<file path="config.mk">
export PLATFORM = sky130hd
export DESIGN_NAME = axi_pattern_slave_flat
export DESIGN_NICKNAME = d
export VERILOG_FILES = /design/src/rtl/axi_pattern_if.sv /design/src/rtl/axi_pattern_slave.sv /design/src/flat_wrapper.sv
export SDC_FILE = /design/constraint.sdc
export NUM_CORES = 1
export LEC_CHECK = 0
export ABC_CLOCK_PERIOD_IN_PS = 4900
export CAP_MARGIN = 20
export CORE_AREA = 2 2 300 302
export DETAILED_ROUTE_END_ITERATION = 16
export DIE_AREA = 0 0 302 304
export GPL_ROUTABILITY_DRIVEN = 0
export PLACE_DENSITY = 0.44
export SLEW_MARGIN = 20
export SYNTH_ARGS = -nofsm -noshare
export SYNTH_HDL_FRONTEND = slang
export SYNTH_SLANG_ARGS = --single-unit
</file>
<file path="constraint.sdc">
create_clock -name clk -period 4.9 [get_ports clk]
set_input_delay 1.47 -clock clk [delete_from_list [all_inputs] [get_ports clk]]
set_output_delay 1.47 -clock clk [all_outputs]
set_load 0.02 [all_outputs]
</file>
<file path="src/rtl/axi_pattern_if.sv">
// AXI4 bus bundle between a master and the pattern slave.
// The slave modport is the DUT view; the master modport is the driver view.
interface axi_pattern_if #(
    parameter int ADDR_WIDTH = 32,
    parameter int DATA_WIDTH = 256,
    parameter int ID_WIDTH   = 8
);
    logic [ID_WIDTH-1:0]     awid;
    logic [ADDR_WIDTH-1:0]   awaddr;
    logic [7:0]              awlen;
    logic [2:0]              awsize;
    logic [1:0]              awburst;
    logic                    awlock;
    logic [3:0]              awcache;
    logic [2:0]              awprot;
    logic                    awvalid;
    logic                    awready;
    logic [DATA_WIDTH-1:0]   wdata;
    logic [DATA_WIDTH/8-1:0] wstrb;
    logic                    wlast;
    logic                    wvalid;
    logic                    wready;
    logic [ID_WIDTH-1:0]     bid;
    logic [1:0]              bresp;
    logic                    bvalid;
    logic                    bready;
    logic [ID_WIDTH-1:0]     arid;
    logic [ADDR_WIDTH-1:0]   araddr;
    logic [7:0]              arlen;
    logic [2:0]              arsize;
    logic [1:0]              arburst;
    logic                    arlock;
    logic [3:0]              arcache;
    logic [2:0]              arprot;
    logic                    arvalid;
    logic                    arready;
    logic [ID_WIDTH-1:0]     rid;
    logic [DATA_WIDTH-1:0]   rdata;
    logic [1:0]              rresp;
    logic                    rlast;
    logic                    rvalid;
    logic                    rready;

    modport slave (
        input  awid, awaddr, awlen, awsize, awburst, awlock, awcache, awprot, awvalid,
        output awready,
        input  wdata, wstrb, wlast, wvalid,
        output wready,
        output bid, bresp, bvalid,
        input  bready,
        input  arid, araddr, arlen, arsize, arburst, arlock, arcache, arprot, arvalid,
        output arready,
        output rid, rdata, rresp, rlast, rvalid,
        input  rready
    );

    modport master (
        output awid, awaddr, awlen, awsize, awburst, awlock, awcache, awprot, awvalid,
        input  awready,
        output wdata, wstrb, wlast, wvalid,
        input  wready,
        input  bid, bresp, bvalid,
        output bready,
        output arid, araddr, arlen, arsize, arburst, arlock, arcache, arprot, arvalid,
        input  arready,
        input  rid, rdata, rresp, rlast, rvalid,
        output rready
    );
endinterface

</file>
<file path="src/rtl/axi_pattern_slave.sv">
// AXI4 slave that returns an address-derived pattern on reads and checks it on writes.
// Read and write channels run independent FSMs; write errors accumulate in err_count.
module axi_pattern_slave #(
    parameter int ADDR_WIDTH = 32,
    parameter int DATA_WIDTH = 256,
    parameter int ID_WIDTH   = 8
) (
    input  logic        clk,
    input  logic        rst,
    axi_pattern_if.slave s_axi,
    output logic [31:0] err_count,
    output logic [15:0] wr_bursts,
    output logic [15:0] rd_bursts
);
    localparam int BYTES = DATA_WIDTH / 8;
    localparam int LANES = DATA_WIDTH / 32;
    localparam int LSB   = $clog2(BYTES);

    typedef enum logic [1:0] {W_IDLE = 2'd0, W_DATA = 2'd1, W_RESP = 2'd2} w_state_t;
    typedef enum logic {R_IDLE = 1'b0, R_DATA = 1'b1} r_state_t;

    function automatic logic [DATA_WIDTH-1:0] pattern(input logic [ADDR_WIDTH-1:0] addr);
        logic [ADDR_WIDTH-1:0] base;
        logic [31:0]           base32;
        pattern = '0;
        base = addr;
        base[LSB-1:0] = '0;
        base32 = 32'(base);
        for (int i = 0; i < LANES; i++) begin
            pattern[32*i +: 32] = base32 + 32'(4 * i);
        end
    endfunction

    function automatic logic beat_mismatch(input logic [DATA_WIDTH-1:0] data,
                                           input logic [BYTES-1:0]      strb,
                                           input logic [ADDR_WIDTH-1:0] addr);
        logic [DATA_WIDTH-1:0] expv;
        expv = pattern(addr);
        beat_mismatch = 1'b0;
        for (int b = 0; b < BYTES; b++) begin
            if (strb[b] && (data[8*b +: 8] != expv[8*b +: 8])) beat_mismatch = 1'b1;
        end
    endfunction

    function automatic logic unsupported(input logic [1:0] burst, input logic [2:0] size);
        unsupported = burst[1] || (size != 3'(LSB));
    endfunction

    // FIXED holds the address; every other burst type advances one bus width per beat
    function automatic logic [ADDR_WIDTH-1:0] next_addr(input logic [ADDR_WIDTH-1:0] addr,
                                                        input logic [1:0] burst);
        next_addr = (burst == 2'b00) ? addr : addr + ADDR_WIDTH'(BYTES);
    endfunction

    function automatic logic [31:0] sat_add(input logic [31:0] a, input logic [1:0] inc);
        logic [32:0] sum;
        sum = {1'b0, a} + {31'd0, inc};
        sat_add = sum[32] ? 32'hFFFF_FFFF : sum[31:0];
    endfunction

    w_state_t              w_state_r, w_state_s;
    r_state_t              r_state_r, r_state_s;
    logic [ADDR_WIDTH-1:0] w_addr_r, r_addr_r, r_next_addr_s;
    logic [7:0]            w_len_r, w_cnt_r, r_len_r, r_cnt_r;
    logic [1:0]            w_burst_r, r_burst_r;
    logic                  w_bad_r;
    logic                  aw_hs_s, w_hs_s, b_hs_s, ar_hs_s, r_hs_s;
    logic                  w_last_beat_s, w_mismatch_s, w_lasterr_s;
    logic                  unused_ctrl_s;

    assign aw_hs_s       = (w_state_r == W_IDLE) && s_axi.awvalid;
    assign w_hs_s        = (w_state_r == W_DATA) && s_axi.wvalid;
    assign b_hs_s        = (w_state_r == W_RESP) && s_axi.bready;
    assign ar_hs_s       = (r_state_r == R_IDLE) && s_axi.arvalid;
    assign r_hs_s        = (r_state_r == R_DATA) && s_axi.rready;
    assign w_last_beat_s = (w_cnt_r == w_len_r);
    assign w_mismatch_s  = beat_mismatch(s_axi.wdata, s_axi.wstrb, w_addr_r);
    assign w_lasterr_s   = (s_axi.wlast != w_last_beat_s);
    assign r_next_addr_s = next_addr(r_addr_r, r_burst_r);
    assign unused_ctrl_s = ^{s_axi.awlock, s_axi.awcache, s_axi.awprot,
                             s_axi.arlock, s_axi.arcache, s_axi.arprot};

    // State registers for both channel FSMs
    always_ff @(posedge clk) begin
        if (rst) begin
            w_state_r <= W_IDLE;
            r_state_r <= R_IDLE;
        end else begin
            w_state_r <= w_state_s;
            r_state_r <= r_state_s;
        end
    end

    // Write FSM next state and handshake outputs; ready/valid are forced low during reset
    always_comb begin
        w_state_s     = w_state_r;
        s_axi.awready = 1'b0;
        s_axi.wready  = 1'b0;
        s_axi.bvalid  = 1'b0;
        case (w_state_r)
            W_IDLE: begin
                s_axi.awready = !rst;
                if (aw_hs_s) w_state_s = W_DATA;
                else         w_state_s = W_IDLE;
            end
            W_DATA: begin
                s_axi.wready = !rst;
                if (w_hs_s && w_last_beat_s) w_state_s = W_RESP;
                else                         w_state_s = W_DATA;
            end
            W_RESP: begin
                s_axi.bvalid = !rst;
                if (b_hs_s) w_state_s = W_IDLE;
                else        w_state_s = W_RESP;
            end
            default: w_state_s = W_IDLE;
        endcase
    end

    // Read FSM next state and handshake outputs
    always_comb begin
        r_state_s     = r_state_r;
        s_axi.arready = 1'b0;
        s_axi.rvalid  = 1'b0;
        case (r_state_r)
            R_IDLE: begin
                s_axi.arready = !rst;
                if (ar_hs_s) r_state_s = R_DATA;
                else         r_state_s = R_IDLE;
            end
            R_DATA: begin
                s_axi.rvalid = !rst;
                if (r_hs_s && s_axi.rlast) r_state_s = R_IDLE;
                else                       r_state_s = R_DATA;
            end
            default: r_state_s = R_IDLE;
        endcase
    end

    // Write datapath: burst capture, per-beat checking, response and counters
    always_ff @(posedge clk) begin
        if (rst) begin
            w_addr_r    <= '0;
            w_len_r     <= 8'd0;
            w_cnt_r     <= 8'd0;
            w_burst_r   <= 2'b00;
            w_bad_r     <= 1'b0;
            s_axi.bid   <= '0;
            s_axi.bresp <= 2'b00;
            err_count   <= 32'd0;
            wr_bursts   <= 16'd0;
        end else begin
            if (aw_hs_s) begin
                w_addr_r  <= s_axi.awaddr;
                w_len_r   <= s_axi.awlen;
                w_cnt_r   <= 8'd0;
                w_burst_r <= s_axi.awburst;
                w_bad_r   <= unsupported(s_axi.awburst, s_axi.awsize);
                s_axi.bid <= s_axi.awid;
            end
            if (w_hs_s) begin
                err_count <= sat_add(err_count, {1'b0, w_mismatch_s} + {1'b0, w_lasterr_s});
                w_bad_r   <= w_bad_r | w_mismatch_s | w_lasterr_s;
                w_addr_r  <= next_addr(w_addr_r, w_burst_r);
                w_cnt_r   <= w_cnt_r + 8'd1;
                if (w_last_beat_s) begin
                    s_axi.bresp <= (w_bad_r | w_mismatch_s | w_lasterr_s) ? 2'b10 : 2'b00;
                end
            end
            if (b_hs_s) wr_bursts <= wr_bursts + 16'd1;
        end
    end

    // Read datapath: the next beat is prepared on each handshake so there are no bubbles
    always_ff @(posedge clk) begin
        if (rst) begin
            r_addr_r    <= '0;
            r_len_r     <= 8'd0;
            r_cnt_r     <= 8'd0;
            r_burst_r   <= 2'b00;
            s_axi.rid   <= '0;
            s_axi.rdata <= '0;
            s_axi.rresp <= 2'b00;
            s_axi.rlast <= 1'b0;
            rd_bursts   <= 16'd0;
        end else if (ar_hs_s) begin
            r_addr_r    <= s_axi.araddr;
            r_len_r     <= s_axi.arlen;
            r_cnt_r     <= 8'd0;
            r_burst_r   <= s_axi.arburst;
            s_axi.rid   <= s_axi.arid;
            s_axi.rdata <= pattern(s_axi.araddr);
            s_axi.rresp <= unsupported(s_axi.arburst, s_axi.arsize) ? 2'b10 : 2'b00;
            s_axi.rlast <= (s_axi.arlen == 8'd0);
        end else if (r_hs_s) begin
            if (s_axi.rlast) begin
                rd_bursts   <= rd_bursts + 16'd1;
                s_axi.rlast <= 1'b0;
            end else begin
                r_addr_r    <= r_next_addr_s;
                r_cnt_r     <= r_cnt_r + 8'd1;
                s_axi.rdata <= pattern(r_next_addr_s);
                s_axi.rlast <= ((r_cnt_r + 8'd1) == r_len_r);
            end
        end
    end
endmodule

</file>
<file path="src/flat_wrapper.sv">
// flat-port wrapper written by rule: the top's interface ports become plain ports
module axi_pattern_slave_flat 
#(
    parameter int ADDR_WIDTH = 32,
    parameter int DATA_WIDTH = 256,
    parameter int ID_WIDTH   = 8
)
  (clk, rst, err_count, wr_bursts, rd_bursts, s_axi_awid, s_axi_awaddr, s_axi_awlen, s_axi_awsize, s_axi_awburst, s_axi_awlock, s_axi_awcache, s_axi_awprot, s_axi_awvalid, s_axi_awready, s_axi_wdata, s_axi_wstrb, s_axi_wlast, s_axi_wvalid, s_axi_wready, s_axi_bid, s_axi_bresp, s_axi_bvalid, s_axi_bready, s_axi_arid, s_axi_araddr, s_axi_arlen, s_axi_arsize, s_axi_arburst, s_axi_arlock, s_axi_arcache, s_axi_arprot, s_axi_arvalid, s_axi_arready, s_axi_rid, s_axi_rdata, s_axi_rresp, s_axi_rlast, s_axi_rvalid, s_axi_rready);
  axi_pattern_if #(.ADDR_WIDTH(ADDR_WIDTH), .DATA_WIDTH(DATA_WIDTH), .ID_WIDTH(ID_WIDTH)) s_axi_i ();
  input  logic clk;
  input  logic rst;
  output logic [31:0] err_count;
  output logic [15:0] wr_bursts;
  output logic [15:0] rd_bursts;
  input wire logic [$bits(s_axi_i.awid)-1:0] s_axi_awid;
  input wire logic [$bits(s_axi_i.awaddr)-1:0] s_axi_awaddr;
  input wire logic [$bits(s_axi_i.awlen)-1:0] s_axi_awlen;
  input wire logic [$bits(s_axi_i.awsize)-1:0] s_axi_awsize;
  input wire logic [$bits(s_axi_i.awburst)-1:0] s_axi_awburst;
  input wire logic [$bits(s_axi_i.awlock)-1:0] s_axi_awlock;
  input wire logic [$bits(s_axi_i.awcache)-1:0] s_axi_awcache;
  input wire logic [$bits(s_axi_i.awprot)-1:0] s_axi_awprot;
  input wire logic [$bits(s_axi_i.awvalid)-1:0] s_axi_awvalid;
  output wire logic [$bits(s_axi_i.awready)-1:0] s_axi_awready;
  input wire logic [$bits(s_axi_i.wdata)-1:0] s_axi_wdata;
  input wire logic [$bits(s_axi_i.wstrb)-1:0] s_axi_wstrb;
  input wire logic [$bits(s_axi_i.wlast)-1:0] s_axi_wlast;
  input wire logic [$bits(s_axi_i.wvalid)-1:0] s_axi_wvalid;
  output wire logic [$bits(s_axi_i.wready)-1:0] s_axi_wready;
  output wire logic [$bits(s_axi_i.bid)-1:0] s_axi_bid;
  output wire logic [$bits(s_axi_i.bresp)-1:0] s_axi_bresp;
  output wire logic [$bits(s_axi_i.bvalid)-1:0] s_axi_bvalid;
  input wire logic [$bits(s_axi_i.bready)-1:0] s_axi_bready;
  input wire logic [$bits(s_axi_i.arid)-1:0] s_axi_arid;
  input wire logic [$bits(s_axi_i.araddr)-1:0] s_axi_araddr;
  input wire logic [$bits(s_axi_i.arlen)-1:0] s_axi_arlen;
  input wire logic [$bits(s_axi_i.arsize)-1:0] s_axi_arsize;
  input wire logic [$bits(s_axi_i.arburst)-1:0] s_axi_arburst;
  input wire logic [$bits(s_axi_i.arlock)-1:0] s_axi_arlock;
  input wire logic [$bits(s_axi_i.arcache)-1:0] s_axi_arcache;
  input wire logic [$bits(s_axi_i.arprot)-1:0] s_axi_arprot;
  input wire logic [$bits(s_axi_i.arvalid)-1:0] s_axi_arvalid;
  output wire logic [$bits(s_axi_i.arready)-1:0] s_axi_arready;
  output wire logic [$bits(s_axi_i.rid)-1:0] s_axi_rid;
  output wire logic [$bits(s_axi_i.rdata)-1:0] s_axi_rdata;
  output wire logic [$bits(s_axi_i.rresp)-1:0] s_axi_rresp;
  output wire logic [$bits(s_axi_i.rlast)-1:0] s_axi_rlast;
  output wire logic [$bits(s_axi_i.rvalid)-1:0] s_axi_rvalid;
  input wire logic [$bits(s_axi_i.rready)-1:0] s_axi_rready;
  assign s_axi_i.awid = s_axi_awid;
  assign s_axi_i.awaddr = s_axi_awaddr;
  assign s_axi_i.awlen = s_axi_awlen;
  assign s_axi_i.awsize = s_axi_awsize;
  assign s_axi_i.awburst = s_axi_awburst;
  assign s_axi_i.awlock = s_axi_awlock;
  assign s_axi_i.awcache = s_axi_awcache;
  assign s_axi_i.awprot = s_axi_awprot;
  assign s_axi_i.awvalid = s_axi_awvalid;
  assign s_axi_awready = s_axi_i.awready;
  assign s_axi_i.wdata = s_axi_wdata;
  assign s_axi_i.wstrb = s_axi_wstrb;
  assign s_axi_i.wlast = s_axi_wlast;
  assign s_axi_i.wvalid = s_axi_wvalid;
  assign s_axi_wready = s_axi_i.wready;
  assign s_axi_bid = s_axi_i.bid;
  assign s_axi_bresp = s_axi_i.bresp;
  assign s_axi_bvalid = s_axi_i.bvalid;
  assign s_axi_i.bready = s_axi_bready;
  assign s_axi_i.arid = s_axi_arid;
  assign s_axi_i.araddr = s_axi_araddr;
  assign s_axi_i.arlen = s_axi_arlen;
  assign s_axi_i.arsize = s_axi_arsize;
  assign s_axi_i.arburst = s_axi_arburst;
  assign s_axi_i.arlock = s_axi_arlock;
  assign s_axi_i.arcache = s_axi_arcache;
  assign s_axi_i.arprot = s_axi_arprot;
  assign s_axi_i.arvalid = s_axi_arvalid;
  assign s_axi_arready = s_axi_i.arready;
  assign s_axi_rid = s_axi_i.rid;
  assign s_axi_rdata = s_axi_i.rdata;
  assign s_axi_rresp = s_axi_i.rresp;
  assign s_axi_rlast = s_axi_i.rlast;
  assign s_axi_rvalid = s_axi_i.rvalid;
  assign s_axi_i.rready = s_axi_rready;
  axi_pattern_slave #(.ADDR_WIDTH(ADDR_WIDTH), .DATA_WIDTH(DATA_WIDTH), .ID_WIDTH(ID_WIDTH)) u_core (.clk(clk), .rst(rst), .s_axi(s_axi_i), .err_count(err_count), .wr_bursts(wr_bursts), .rd_bursts(rd_bursts));
endmodule
</file>
# --- After elaboration in Yosys (flattened, before gate mapping) ---
# Index checks and enable logic that the tools add are counted.
totals:
  ff_bits: 440
  in_bits: 418
  out_inout_bits: 346
op_classes:
  addsub: 29
  n_eq_ne: 42
  muxes: 64
  bitwise_logic: 5
  reduce_logical: 55
ops:
  columns: ["cell", "count"]
  rows:
  - ["$mux W256", 3]
  - ["$add A32 B5 Y32 const B", 12]
  - ["$mux W32", 8]
  - ["$ne A8 B8 Y1", 32]
  - ["$add A32 B4 Y32 const B", 6]
  - ["$add A32 B3 Y32 const B", 3]
  - ["$add A32 B6 Y32 const B", 2]
  - ["$mux W1", 45]
  - ["$logic_and A1 B1 Y1", 39]
  - ["$add A32 B2 Y33", 1]
  - ["$add A16 B1 Y16 const B", 2]
  - ["$add A8 B1 Y8 const B", 2]
  - ["$eq A8 B8 Y1", 2]
  - ["$mux W8", 2]
  - ["$logic_not A8 Y1", 1]
  - ["$mux W2", 4]
  - ["$reduce_and A2 Y1", 4]
  - ["$logic_not A2 Y1", 3]
  - ["$ne A3 B3 Y1 const B", 2]
  - ["$pmux W2 S3", 1]
  - ["$reduce_and A3 Y1", 2]
  - ["$ne A2 B2 Y1 const B", 2]
  - ["$reduce_bool A2 Y1", 2]
  - ["$not A1 Y1", 3]
  - ["10 further kinds", 12]

# --- Depth between registers and ports, before layout ---
logic_depth:
  ltp_word: 37
  depth_mapped: 19
  ltp_nobuf: 16

# --- Worst setup path after synthesis ---
# OpenSTA, ideal clock, no wires.
synth_timing:
  path_kind: "in2reg"
  from: "in s_axi_wdata[0]"
  to: "reg u_core.err_count[0]"
  t_arrival_ns: 3.906
  required_ns: 4.767
  slack_ns: 0.862
  path_stages: 15
  n_path_buf: 2
  cell_sequence: "or4_1 -> o31ai_1 -> nand4_1 -> nor4_1 -> nand2_1 -> inv_1 -> fa_1 -> inv_1 -> ha_1 -> nand3_1 -> nor4_4 -> nand4bb_1 -> buf_2 -> buf_1 -> a21oi_1"
synth_via:
  elab_chain_len: 37
synth_rtl:
  columns: ["item", "line", "text"]
  rows:
  - ["start, declared", "flat_wrapper.sv:25", "input wire logic [$bits(s_axi_i.wdata)-1:0] s_axi_wdata;"]
  - ["$ne A8 B8 Y1", "axi_pattern_slave.sv:41", "if (strb[b] && (data[8*b +: 8] != expv[8*b +: 8])) beat_mismatch = 1'b1;"]
  - ["$logic_and A1 B1 Y1", "axi_pattern_slave.sv:41", null]
  - ["$mux W1 (32 in a row)", "axi_pattern_slave.sv:41", null]
  - ["$add A1 B1 Y2", "axi_pattern_slave.sv:162", "err_count <= sat_add(err_count, {1'b0, w_mismatch_s} + {1'b0, w_lasterr_s});"]
  - ["$add A32 B2 Y33", "axi_pattern_slave.sv:57", "sum = {1'b0, a} + {31'd0, inc};"]
  - ["$mux W32", "axi_pattern_slave.sv:58", "sat_add = sum[32] ? 32'hFFFF_FFFF : sum[31:0];"]
  - ["end signal, assigned", "axi_pattern_slave.sv:162", null]
  - ["end, declared", "axi_pattern_slave.sv:11", "output logic [31:0] err_count,"]
# Every way passes these cells.
# A chain may end at the register's enable or synchronous reset.

# --- Worst setup path in the final report ---
layout_timing:
  from: "in s_axi_wdata[22]"
  to: "reg u_core.err_count[26]"
layout_via:
  elab_chain_len: 35
layout_rtl:
  columns: ["item", "line"]
  rows:
  - ["$ne A8 B8 Y1", "axi_pattern_slave.sv:41"]
  - ["$logic_and A1 B1 Y1", "axi_pattern_slave.sv:41"]
  - ["$mux W1 (30 in a row)", "axi_pattern_slave.sv:41"]
  - ["$add A1 B1 Y2", "axi_pattern_slave.sv:162"]
  - ["$add A32 B2 Y33", "axi_pattern_slave.sv:57"]
  - ["$mux W32", "axi_pattern_slave.sv:58"]
# Every way passes these cells.

==> metrics.md <==
| Metric | Value |
|---|---|
| Status | complete, no violations |
| R2R depth | 16 |
| FF+latch count, synth | 178 |
| RSZ-0062 raised after global routing | false |
| Critical Path AT | 5020 ps |
| VDD IR max | 0.1949 mV |
| Rel. slew slack | 0.3984 |
| Reg-to-reg setup timing slack | 930 ps |
| Finished Cell Area | 0.02041 mm^2 |
| WP data required | 5240 ps |
| Die area | 0.09181 mm^2 |
| Synth unique cells | 71 |
| CP Max Fanout | 5 |
| Worst setup path startpoint | s_axi_wdata[22] |
| Initial antenna violation count | 7 |
| TritonCTS clock tree | done |
| Fillers | 9,872 |
| Reg area | 0.003563 mm^2 |
| Static Leak | 6.621 nW |
| Post-synth EDFFs | 0 |
| Clk slew on worst S/H paths | 80 ps |
| Layout cells sized above 1 | 0.04605 |
| Setup Buffers After CTS | 0 |
| Setup Crit Path Kind | input port to flip-flop |
| Die Ht | 304 um |
| Post-Route WL | 61,320 um |
| Multi-input logic area | 0.007327 mm^2 |
| Final hold vios | 0 |
| Fmax | 0.2141 GHz |
| DR iter-0 viols | 503 |
| WL per Instance | 18.55 um |
| Worst Skew | 16.69 ps |
| Number of top-level pins | 764 |
| Sequential area share after synthesis | 0.2752 |
| Warnings, synthesis | 0 |
| Worst-Margin Slew | 902.4 ps |
| Cell Area, Placed | 0.01980 mm^2 |
| Max Cap Violations | 0 |
| Dominant synthesized flop cell | dfxtp_1 |
| DRC Markers | 0 |
| Setup crit start kind | input port |
| Post-Route Setup TNS | 0 ps |
| GR Util All Layers | 0.1280 |
| Max Slew Vio Count | 0 |
| Clock Tree Buf Depth | 2 |
| Hpwl dp | 49,480 um |
| Die X | 302 um |
| Final #Nets | 2,541 |
| CP Capture Type | flip-flop |
| Setup violators final | 0 |
| Inserted Clock Buffers | 17 |
| # H-tree levels | 4 |
| Post-route minimum period | 4671 ps |
| Dpl cells | 3,272 |
| Pwr Total | 4.644 mW |
| First-pass GRT wire length | 86,610 um |
| Worst skew pair latency | 480 ps |
| Area grow syn2layout | 57.60% |
| Core area | 0.08905 mm^2 |
| Drt first pass iters | 5 |
| Worst r2r src | u_core.w_addr_r[16] |
| Initial core utilization | 0.1454 |
| Vias | 12,883 |
| Most frequent cells in the layout | clkdlybuf4s50_1, xnor2_1, dfxtp_1 |
| Vias/cell | 3.898 |
| Post-Place Worst Slack | -484.8 ps |
| Vias in the first global route | 12,669 |
| Port bufs | 707 |
| Congestion Overflow GR | 0 |
| Async SR Flop Fraction | 0 |
| Critical Path Sink | u_core.err_count[26] |
| Row Count | 110 |
| Clk sinks | 178 |
| Pin count of the biggest net entering global routing | 58 |
| Root buf cell | clkbuf_16 |
| Period utilisation layout | 0.9534 |
| Pwr dens | 227.6 mW/mm^2 |
| Antenna violation net count after detailed routing | 0 |
| Cell taking the most area after synthesis | dfxtp_1 |
| Worst Hold Class | flip-flop to flip-flop |
| Final Instance Count excl. Fillers | 3,305 |
| Synth area leaders | dfxtp_1, xnor2_1, buf_4, xor2_1, a21oi_1 |
| Synth Instances | 1,639 |
| Commonest non-fill, non-tap cell in the layout | clkdlybuf4s50_1 |
| Reg2reg end | u_core.err_count[26] |
| Yosys top cell area share | 0.2752 |
| Synth Cell Area | 0.01295 mm^2 |
| Final worst setup slack | 228.5 ps |
| Syn_area_per_cell | 7.900 um^2 |
worst min path at each step:
stage                              startpoint             endpoint  slack, ps  depth (start not counted)
after global routing      u_core.s_axi.bid[3]  u_core.s_axi.bid[3]        480                          2
after CTS                 u_core.s_axi.bid[5]  u_core.s_axi.bid[5]        460                          2
after floorplan           u_core.w_burst_r[0]  u_core.w_burst_r[0]        440                          2
after detailed placement  u_core.s_axi.bid[0]  u_core.s_axi.bid[0]        450                          2
after global placement    u_core.s_axi.bid[5]  u_core.s_axi.bid[5]        440                          2
final                     u_core.s_axi.bid[5]  u_core.s_axi.bid[5]        460                          2
worst max-delay path, cell delays in order:
cell             delay, ps
clkdlybuf4s50_1        440
xnor2_2                280
nand4_1                130
buf_4                  190
o21ai_0                200
buf_4                  150
nand4_1                190
nor4_2                 360
nand2_1                220
inv_1                  120
fa_1                   190
inv_1                   50
ha_1                   200
nand3_1                160
nor4_4                  70
and3_1                 250
nand2_1                110
mux2i_1                180
nor2_1                  50
cells by family (layout without fill, tap and decap cells):
kind of cell / count (synthesis) / count (layout) / synth area share
and+or+nand+nor: 533 / 533 / 0.2105
xor gates and xnor gates: 297 / 297 / 0.2009
muxes: 4 / 4 / 0.003092
adders and majority gates: 8 / 8 / 0.008310
buffers and inverters: 335 / 795 / 0.1689
other: 1 / 31 / 0.0002896
DFF: 178 / 178 / 0.2752
AOI/OAI and AO/OA: 283 / 283 / 0.1329
layer usage:
| layer | track usage | vias to the layer above | wire length [um] |
|---|---|---|---|
| met5 | 0 | - | 41 |
| met4 | 0.03995 | 6 | 1413 |
| met3 | 0.03227 | 52 | 4053 |
| met2 | 0.2190 | 444 | 29680 |
| met1 | 0.1559 | 6037 | 26130 |
| li1 | - | 6344 | - |
metrics by stage:
stage / hold WS (ps) / utilization
finish: 458.7 / 0.2292
global route: 477.5 / 0.2292
CTS: 459.4 / 0.2290
detailed placement: 449.3 / 0.2224
global placement: 443.3 / 0.2224
floorplan: 436.5 / -
state kept, by name (all words and copies together) (netlist names), 8 cells and up:
register          cells
u_core.r_addr_r      26
u_core.s_axi.bid      8
u_core.w_len_r        8
u_core.r_cnt_r        8
u_core.rd_bursts     16
u_core.r_len_r        8
u_core.w_addr_r      27
u_core.err_count     32
u_core.wr_bursts     16
u_core.w_cnt_r        8
u_core.s_axi.rid      8
where the power goes:
group / internal [mW] / switching, mW
registers: 1.51 / 0.206
logic: 0.797 / 0.668
clock network: 0.685 / 0.777
total: 2.99 / 1.65
repair_timing:
item | CTS | global route
endpoints found under the setup margin | 0 | 30
resized for setup | 0 | 2
hold buffers | 0 | 0
cells in the mapped netlist (4+ instances only):
master,count
nand3_1,50
buf_1,9
and3_1,23
nor3_1,21
clkbuf_1,46
nor3b_1,5
buf_2,32
a22oi_1,7
a22o_1,10
o22ai_1,8
a211oi_1,25
o21ai_1,22
o21ai_0,46
a31oi_1,9
and2_1,9
ha_1,7
nor2b_1,7
nand4_1,80
a21o_1,4
o41ai_1,9
and4_1,10
o31ai_1,5
inv_1,12
or4_1,4
a311oi_1,4
nor2_1,121
xor2_1,69
or3_1,13
xnor2_1,228
nor4_1,12
buf_4,235
dfxtp_1,178
a21oi_1,110
mux2i_1,4
nand2_1,146
final cells by class:
type | count | area share
clock buffers | 17 | 0.02085
diodes | 1 | 0.0001226
repair buffers | 751 | 0.3630
clock inverters | 15 | 0.008032
inverters | 12 | 0.002207
well taps | 1176 | 0.07210
multi-input cells | 1155 | 0.3590
flip-flops and latches | 178 | 0.1746
(Power assumes the default switching activity.)
